--- config.mk ---
export PLATFORM = sky130hd
export DESIGN_NAME = key_debouncer_flat
export DESIGN_NICKNAME = d
export VERILOG_FILES = /design/src/rtl/key_debouncer_if.sv /design/src/rtl/key_debouncer.sv /design/src/flat_wrapper.sv
export SDC_FILE = /design/constraint.sdc
export NUM_CORES = 1
export LEC_CHECK = 0
export BUFFER_PORTS_ARGS = -buffer_cell sky130_fd_sc_hd__buf_2
export CORE_MARGIN = 2
export CORE_UTILIZATION = 50
export DETAILED_ROUTE_END_ITERATION = 10
export GPL_TIMING_DRIVEN = 0
export PLACE_DENSITY = 0.77
export SLEW_MARGIN = 20
export SYNTH_ARGS = -nofsm -noshare
export SYNTH_HDL_FRONTEND = slang
export SYNTH_SLANG_ARGS = --single-unit
--- constraint.sdc ---
create_clock -name clk -period 3.6 [get_ports clk]
set_input_delay 0 -clock clk [delete_from_list [all_inputs] [get_ports clk]]
set_output_delay 0 -clock clk [all_outputs]
set_load 0.05 [all_outputs]
--- src/rtl/key_debouncer_if.sv ---
// Key conditioner bus: raw key pins in, debounced level and press/release
// strobes out. The conditioner is the slave; whoever owns the pins is the master.
interface key_debouncer_if #(
  parameter int N_KEYS = 3
);
  logic [N_KEYS-1:0] key_in;
  logic [N_KEYS-1:0] key_level;
  logic [N_KEYS-1:0] key_press;
  logic [N_KEYS-1:0] key_release;

  modport master (
    output key_in,
    input  key_level,
    input  key_press,
    input  key_release
  );

  modport slave (
    input  key_in,
    output key_level,
    output key_press,
    output key_release
  );
endinterface

--- src/rtl/key_debouncer.sv ---
// Multi-channel push-button conditioner. Each key is polarity-normalized,
// brought into the clk domain with two flops, and filtered by its own
// four-state FSM. A change is accepted only after DEBOUNCE_CYCLES consecutive
// agreeing samples. The accepted level and one-cycle press/release strobes
// all leave the block from flops, so downstream logic can use the strobes as
// clean enables instead of wiring keys to clock pins.
module key_debouncer #(
  parameter int N_KEYS          = 3,
  parameter int DEBOUNCE_CYCLES = 2_000_000,
  parameter bit ACTIVE_LOW      = 1'b0
) (
  input  logic           clk,
  input  logic           rst,
  key_debouncer_if.slave bus
);

  // The counter only ever has to reach DEBOUNCE_CYCLES, so this width is enough.
  localparam int CW = $clog2(DEBOUNCE_CYCLES + 1);
  localparam logic [CW-1:0] TARGET = CW'(DEBOUNCE_CYCLES);
  localparam logic [CW-1:0] ONE    = CW'(1);

  typedef enum logic [1:0] {
    IDLE,
    PRESS_WAIT,
    PRESSED,
    RELEASE_WAIT
  } state_t;

  logic [N_KEYS-1:0] raw_n;
  logic [N_KEYS-1:0] sync_q1;
  logic [N_KEYS-1:0] sync_q2;

  // After normalization, 1 always means "pressed" whatever the board wiring.
  assign raw_n = ACTIVE_LOW ? ~bus.key_in : bus.key_in;

  // Two-flop synchronizer; reset value is "not pressed" in normalized terms.
  always_ff @(posedge clk or posedge rst) begin
    if (rst) begin
      sync_q1 <= '0;
      sync_q2 <= '0;
    end else begin
      sync_q1 <= raw_n;
      sync_q2 <= sync_q1;
    end
  end

  for (genvar i = 0; i < N_KEYS; i++) begin : g_chan
    state_t        state;
    state_t        state_next;
    logic [CW-1:0] cnt;
    logic [CW-1:0] cnt_next;
    logic [CW-1:0] cnt_inc;
    logic          level_r;
    logic          level_next;
    logic          press_r;
    logic          press_next;
    logic          release_r;
    logic          release_next;
    logic          s;

    assign s       = sync_q2[i];
    assign cnt_inc = cnt + ONE;

    // Channel state, counter and registered outputs; reset drops strobes at once.
    always_ff @(posedge clk or posedge rst) begin
      if (rst) begin
        state     <= IDLE;
        cnt       <= '0;
        level_r   <= 1'b0;
        press_r   <= 1'b0;
        release_r <= 1'b0;
      end else begin
        state     <= state_next;
        cnt       <= cnt_next;
        level_r   <= level_next;
        press_r   <= press_next;
        release_r <= release_next;
      end
    end

    // Debounce decisions: any opposite sample restarts, the Nth agreeing sample commits.
    always_comb begin
      state_next   = state;
      cnt_next     = cnt;
      level_next   = level_r;
      press_next   = 1'b0;
      release_next = 1'b0;

      case (state)
        IDLE: begin
          cnt_next = '0;
          if (s) begin
            if (ONE == TARGET) begin
              state_next = PRESSED;
              level_next = 1'b1;
              press_next = 1'b1;
            end else begin
              state_next = PRESS_WAIT;
              cnt_next   = ONE;
            end
          end
        end

        PRESS_WAIT: begin
          if (!s) begin
            state_next = IDLE;
            cnt_next   = '0;
          end else if (cnt_inc == TARGET) begin
            state_next = PRESSED;
            cnt_next   = '0;
            level_next = 1'b1;
            press_next = 1'b1;
          end else begin
            cnt_next = cnt_inc;
          end
        end

        PRESSED: begin
          cnt_next = '0;
          if (!s) begin
            if (ONE == TARGET) begin
              state_next   = IDLE;
              level_next   = 1'b0;
              release_next = 1'b1;
            end else begin
              state_next = RELEASE_WAIT;
              cnt_next   = ONE;
            end
          end
        end

        RELEASE_WAIT: begin
          if (s) begin
            state_next = PRESSED;
            cnt_next   = '0;
          end else if (cnt_inc == TARGET) begin
            state_next   = IDLE;
            cnt_next     = '0;
            level_next   = 1'b0;
            release_next = 1'b1;
          end else begin
            cnt_next = cnt_inc;
          end
        end

        default: begin
          state_next = IDLE;
          cnt_next   = '0;
          level_next = 1'b0;
        end
      endcase
    end

    assign bus.key_level[i]   = level_r;
    assign bus.key_press[i]   = press_r;
    assign bus.key_release[i] = release_r;
  end

endmodule
--- src/flat_wrapper.sv ---
// flat-port wrapper written by rule: the top's interface ports become plain ports
module key_debouncer_flat 
#(
  parameter int N_KEYS          = 3,
  parameter int DEBOUNCE_CYCLES = 2_000_000,
  parameter bit ACTIVE_LOW      = 1'b0
)
  (clk, rst, bus_key_in, bus_key_level, bus_key_press, bus_key_release);
  key_debouncer_if #(.N_KEYS(N_KEYS)) bus_i ();
  input  logic clk;
  input  logic rst;
  input wire logic [$bits(bus_i.key_in)-1:0] bus_key_in;
  output wire logic [$bits(bus_i.key_level)-1:0] bus_key_level;
  output wire logic [$bits(bus_i.key_press)-1:0] bus_key_press;
  output wire logic [$bits(bus_i.key_release)-1:0] bus_key_release;
  assign bus_i.key_in = bus_key_in;
  assign bus_key_level = bus_i.key_level;
  assign bus_key_press = bus_i.key_press;
  assign bus_key_release = bus_i.key_release;
  key_debouncer #(.N_KEYS(N_KEYS), .DEBOUNCE_CYCLES(DEBOUNCE_CYCLES), .ACTIVE_LOW(ACTIVE_LOW)) u_core (.clk(clk), .rst(rst), .bus(bus_i));
endmodule
-- After elaboration in Yosys (flattened, before gate mapping)
Index checks and enable logic that the tools add are counted.
W data, S select, Z words.
- register bits after elaboration: 84
- input bits: 5
- output and inout port bits: 9
- $add $sub $neg: 3
- equal/unequal tests: 36
- multiplexer cells: 69
- reduce and logical (&&, ||, !) cells: 12
- operators by type and width (cell ; number):
    $pmux W21 S4 ; 3
    $mux W21 ; 9
    $add A21 B1 Y21 const B ; 3
    $eq A21 B21 Y1 const B ; 3
    $mux W2 ; 18
    $mux W1 ; 33
    $ne A2 B1 Y1 const B ; 12
    $pmux W2 S4 ; 3
    $reduce_and A5 Y1 ; 3
    $eq A2 B2 Y1 const B ; 6
    $ne A2 B2 Y1 const B ; 6
    $reduce_and A4 Y1 ; 3
    $ne A3 B1 Y1 const B ; 3
    $ne A3 B3 Y1 const B ; 3
    $eq A2 B1 Y1 const B ; 3
    $logic_not A2 Y1 ; 3
    $pmux W1 S2 ; 3
    $reduce_bool A2 Y1 ; 3

-- Longest topological paths before layout
- word-level depth: 5
- depth in mapped cells: 10

-- Worst setup path before layout
No wires, ideal clock.
- kind: register to register
- start point: register u_core.g_chan[0].cnt[10]
- end point: register with a tool-made name
- arrival time: 2.560 ns
- setup slack: 0.915 ns
- stages on the path, launching flop included: 9
- path buffers: 1
- period minus slack after synthesis: 2.685 ns
- cell sequence: dfrtp_1 buf_4 nand4_1 or4_1 or3_1 a2111o_1 nor3_4 nand3_2 mux2_4
- RTL lines (element ; RTL line ; text):
    start: declaration ; key_debouncer.sv:50 ; logic [CW-1:0] cnt;
    start signal: assignment ; key_debouncer.sv:74 ; cnt <= cnt_next;

-- Final worst setup path
- start point: register u_core.g_chan[1].cnt[5]
- end point: register u_core.g_chan[1].cnt[19]
- cells in the longest elaborated chain, start to end: 5
- elaborated cells on any way between the ends: 6
- those cells by class: 1 x add/sub; 1 x eq/ne; 4 x mux
- ends and longest elaborated chain (element ; RTL line ; text):
    start: declaration ; key_debouncer.sv:50 ;
    start signal: assignment ; key_debouncer.sv:74 ;
    $add A21 B1 Y21 * ; key_debouncer.sv:62 ; assign cnt_inc = cnt + ONE;
    $eq A21 B21 Y1 ; key_debouncer.sv:108, key_debouncer.sv:136 ;
    $mux W21 * ; key_debouncer.sv:108, key_debouncer.sv:136 ;
    $mux W21 (on tied branches) ; key_debouncer.sv:133, key_debouncer.sv:105 ;
    $pmux W21 S4 * ; key_debouncer.sv:89 ; case (state)
    via u_core.g_chan[1].cnt_next[19] ; key_debouncer.sv:51 ; logic [CW-1:0] cnt_next;
Mark *: on every way through the listed nets, which the timed path passes. The rest lies on a longest branch.
A chain may end at the register's enable or synchronous reset.

==> metrics.yaml <==
status: "finished clean"
fin_nets: 497
coreArea_mm2: 0.00864
syn_avg_cell_area_um2: 9.59
r2r_cells: 10
fin_ws_ns: 0.351
routabilityCongestion: 0.987
first_iter_violations: 123
die_y_um: 97.9
setup_viol: 0
n_antenna_cell: 0
grt.total_usage_pct: 17.8
startpoint: "u_core.g_chan[1].cnt[5]$_DFF_PP0_"
synth_common_cells: "84 x dfrtp_1, 73 x nor2_1, 30 x xnor2_1, 29 x nand2_1, 28 x xor2_1"
path_max_fanout: 10
dieArea_mm2: 0.00959
power_w: 0.00171
worst_setup_path_start_kind: "flip-flop"
drt_pass1_iterations: 4
yosysUniqueCellTypes: 53
drv_slew: 0
clockBufferDepth: 2
use_met1_pct: 23.4
initial_core_util_pct: 51.1
grt_pass1_vias: 3148
finalHoldViolCount: 0
yosysMostFrequentCell: "dfrtp_1"
setup_tns_ns: 0
row_count: 34
ys_ff_latch: 84
fmax_ghz: 0.308
grt_pass1_wl_um: 14100
vias: 3282
root_buffer: "clkbuf_8"
drt_wl_total_um: 8120
min_path_type: "in -> async"
yosysSeqAreaShare_pct: 47.6
holdWs_ns: 0.281
final.setup_skew_ns: 0.0115
netlist_area_mm2: 0.00441
ir_worst_vdd_mv: 0.342
cts_buffers: 9
ys_warn_count: 0
synth_top_area_share_pct: 47.6
r2r_start: "u_core.g_chan[1].cnt[5]$_DFF_PP0_"
htreeDepth: 3
path_class: "reg -> reg"
synth-edff-count: 0
maxCapViolations: 0
viasPerCell: 5.45
power_density_mw_per_mm2: 350
synthTopCellsByArea: "dfrtp_1 48%, nor2_1 6.2%, xnor2_1 6.0%"
cts_setup_buffers: 0
slew_headroom_pct: 48.2
crit_path_end_kind: "flip-flop"
synthCells: 460
worst_slew_pin_slew_ns: 0.769
route.detailed.drc: 0
synth_top_area_cell: "dfrtp_1"
die_w_um: 97.9
cts_sinks: 84
min_period_over_period_pct: 90.2
antenna_left: 0
io_buffers: 13
rsz0062_at_grt: "no"
async_flop_share_pct: 100
io_pins: 14
fin_cells: 602
dp.final_hpwl_um: 5750
finalCriticalPeriod_ns: 3.25
clk_latency_ns: 0.35
avgRoutedWirePerCell_um: 13.5
top_usage_layer: "met2"
cp.arrival_ns: 3.48
layout-drive-gt1-share_pct: 13.2
grt_antenna_before_repair: 0
critPathRequiredTime_ns: 3.83
dp_slack_ns: 0.377
synth_ff_type: "dfrtp_1"
grt_overflow: 0
clkTransAtPathRegs_ns: 0.09
place_inst: 582
grt_use_met3_pct: 3.79
grt_max_degree: 50
synth_nets: 468
cts_tree: "done"
met2_usage_pct: 29.2
synthToLayoutAreaGrowth_pct: 10.7
power_leakage_nw: 2.04
## layout make-up
| cell class | count | area (um2) |
|---|---|---|
| buffer | 22 | 140 |
| multi-input combinational | 334 | 2100 |
| clock inverter | 7 | 83.8 |
| sequential | 84 | 2100 |
| clock buffer | 9 | 124 |
| timing repair buffer | 18 | 125 |
| inverter | 20 | 77.6 |
| fill | 737 | 3750 |
| tap | 108 | 135 |
## path summary, 6_finish.rpt
kind | end | slack [ns]
hold reg to reg | u_core.sync_q2[2]$_DFF_PP0_ | 0.35
hold / removal | u_core.g_chan[2].cnt[8]$_DFF_PP0_ | 0.28
min in group clk | u_core.sync_q1[2]$_DFF_PP0_ | 0.28
max in group asynchronous | async pin | 2.73
setup reg to reg | u_core.g_chan[1].cnt[19]$_DFF_PP0_ | 0.35
setup / recovery | u_core.g_chan[1].cnt[19]$_DFF_PP0_ | 0.35
## logic make-up after synthesis
group,count (synthesis),synth area share [%]
buf+inv,42,4.88
flops,84,47.6
xor+xnor,58,11.5
compound gates,48,7.94
fa+ha+maj,3,0.851
mux,5,1.36
simple gates,220,25.8
## timing repair
item	in CTS	in global routing
hold buffers	4	0
endpoints found under the hold margin	51	0
resized for setup	0	0
## layout by cell type (no fill, tap or decap), drive strengths merged, types with 17 or more instances in the layout
| cell | n |
|---|---|
| buf | 31 |
| dfrtp | 84 |
| inv | 23 |
| nand2 | 29 |
| nand3 | 25 |
| nand4 | 17 |
| nor2 | 73 |
| nor4 | 18 |
| xnor2 | 30 |
| xor2 | 28 |
## per-stage QoR
stage,cell area (um2),utilization [%]
after CTS,4880,56.5
after floorplan,4410,-
after global placement,4610,53.4
after detailed placement,4640,53.7
after global routing,4880,56.5
final,4880,56.5
## worst max-delay path, cell delays in order (launching register included)
cell      delay (ns)
dfrtp_1         0.33
buf_2           0.18
nand4_1         0.27
nor2_1          0.46
nand4_1         0.21
a2111o_1        0.44
nor4_1          0.39
or2_2           0.19
clkbuf_1        0.29
buf_2           0.30
nor2_1          0.08
## report_power, final
group	switching (W)	total, W	internal (W)	leakage (nW)
combinational	0.0000387	0.0000578	0.0000192	0.795
clock	0.000358	0.000690	0.000333	0.102
sequential	0.0000100	0.000962	0.000952	1.15
## flip-flops by register name (all words and copies together) (netlist names), named ones only
register                 cells
u_core.g_chan.cnt           63
u_core.g_chan.level_r        3
u_core.g_chan.press_r        3
u_core.g_chan.release_r      3
u_core.g_chan.state          3
u_core.sync_q1               3
u_core.sync_q2               3
## metal layers
layer  up-vias  share of wire (%)
li1       1651                  -
met1      1583                 48
met2        38                 48
met3        10                2.5
met4         0                1.5
met5         -                  0
(Power assumes the default switching activity.)
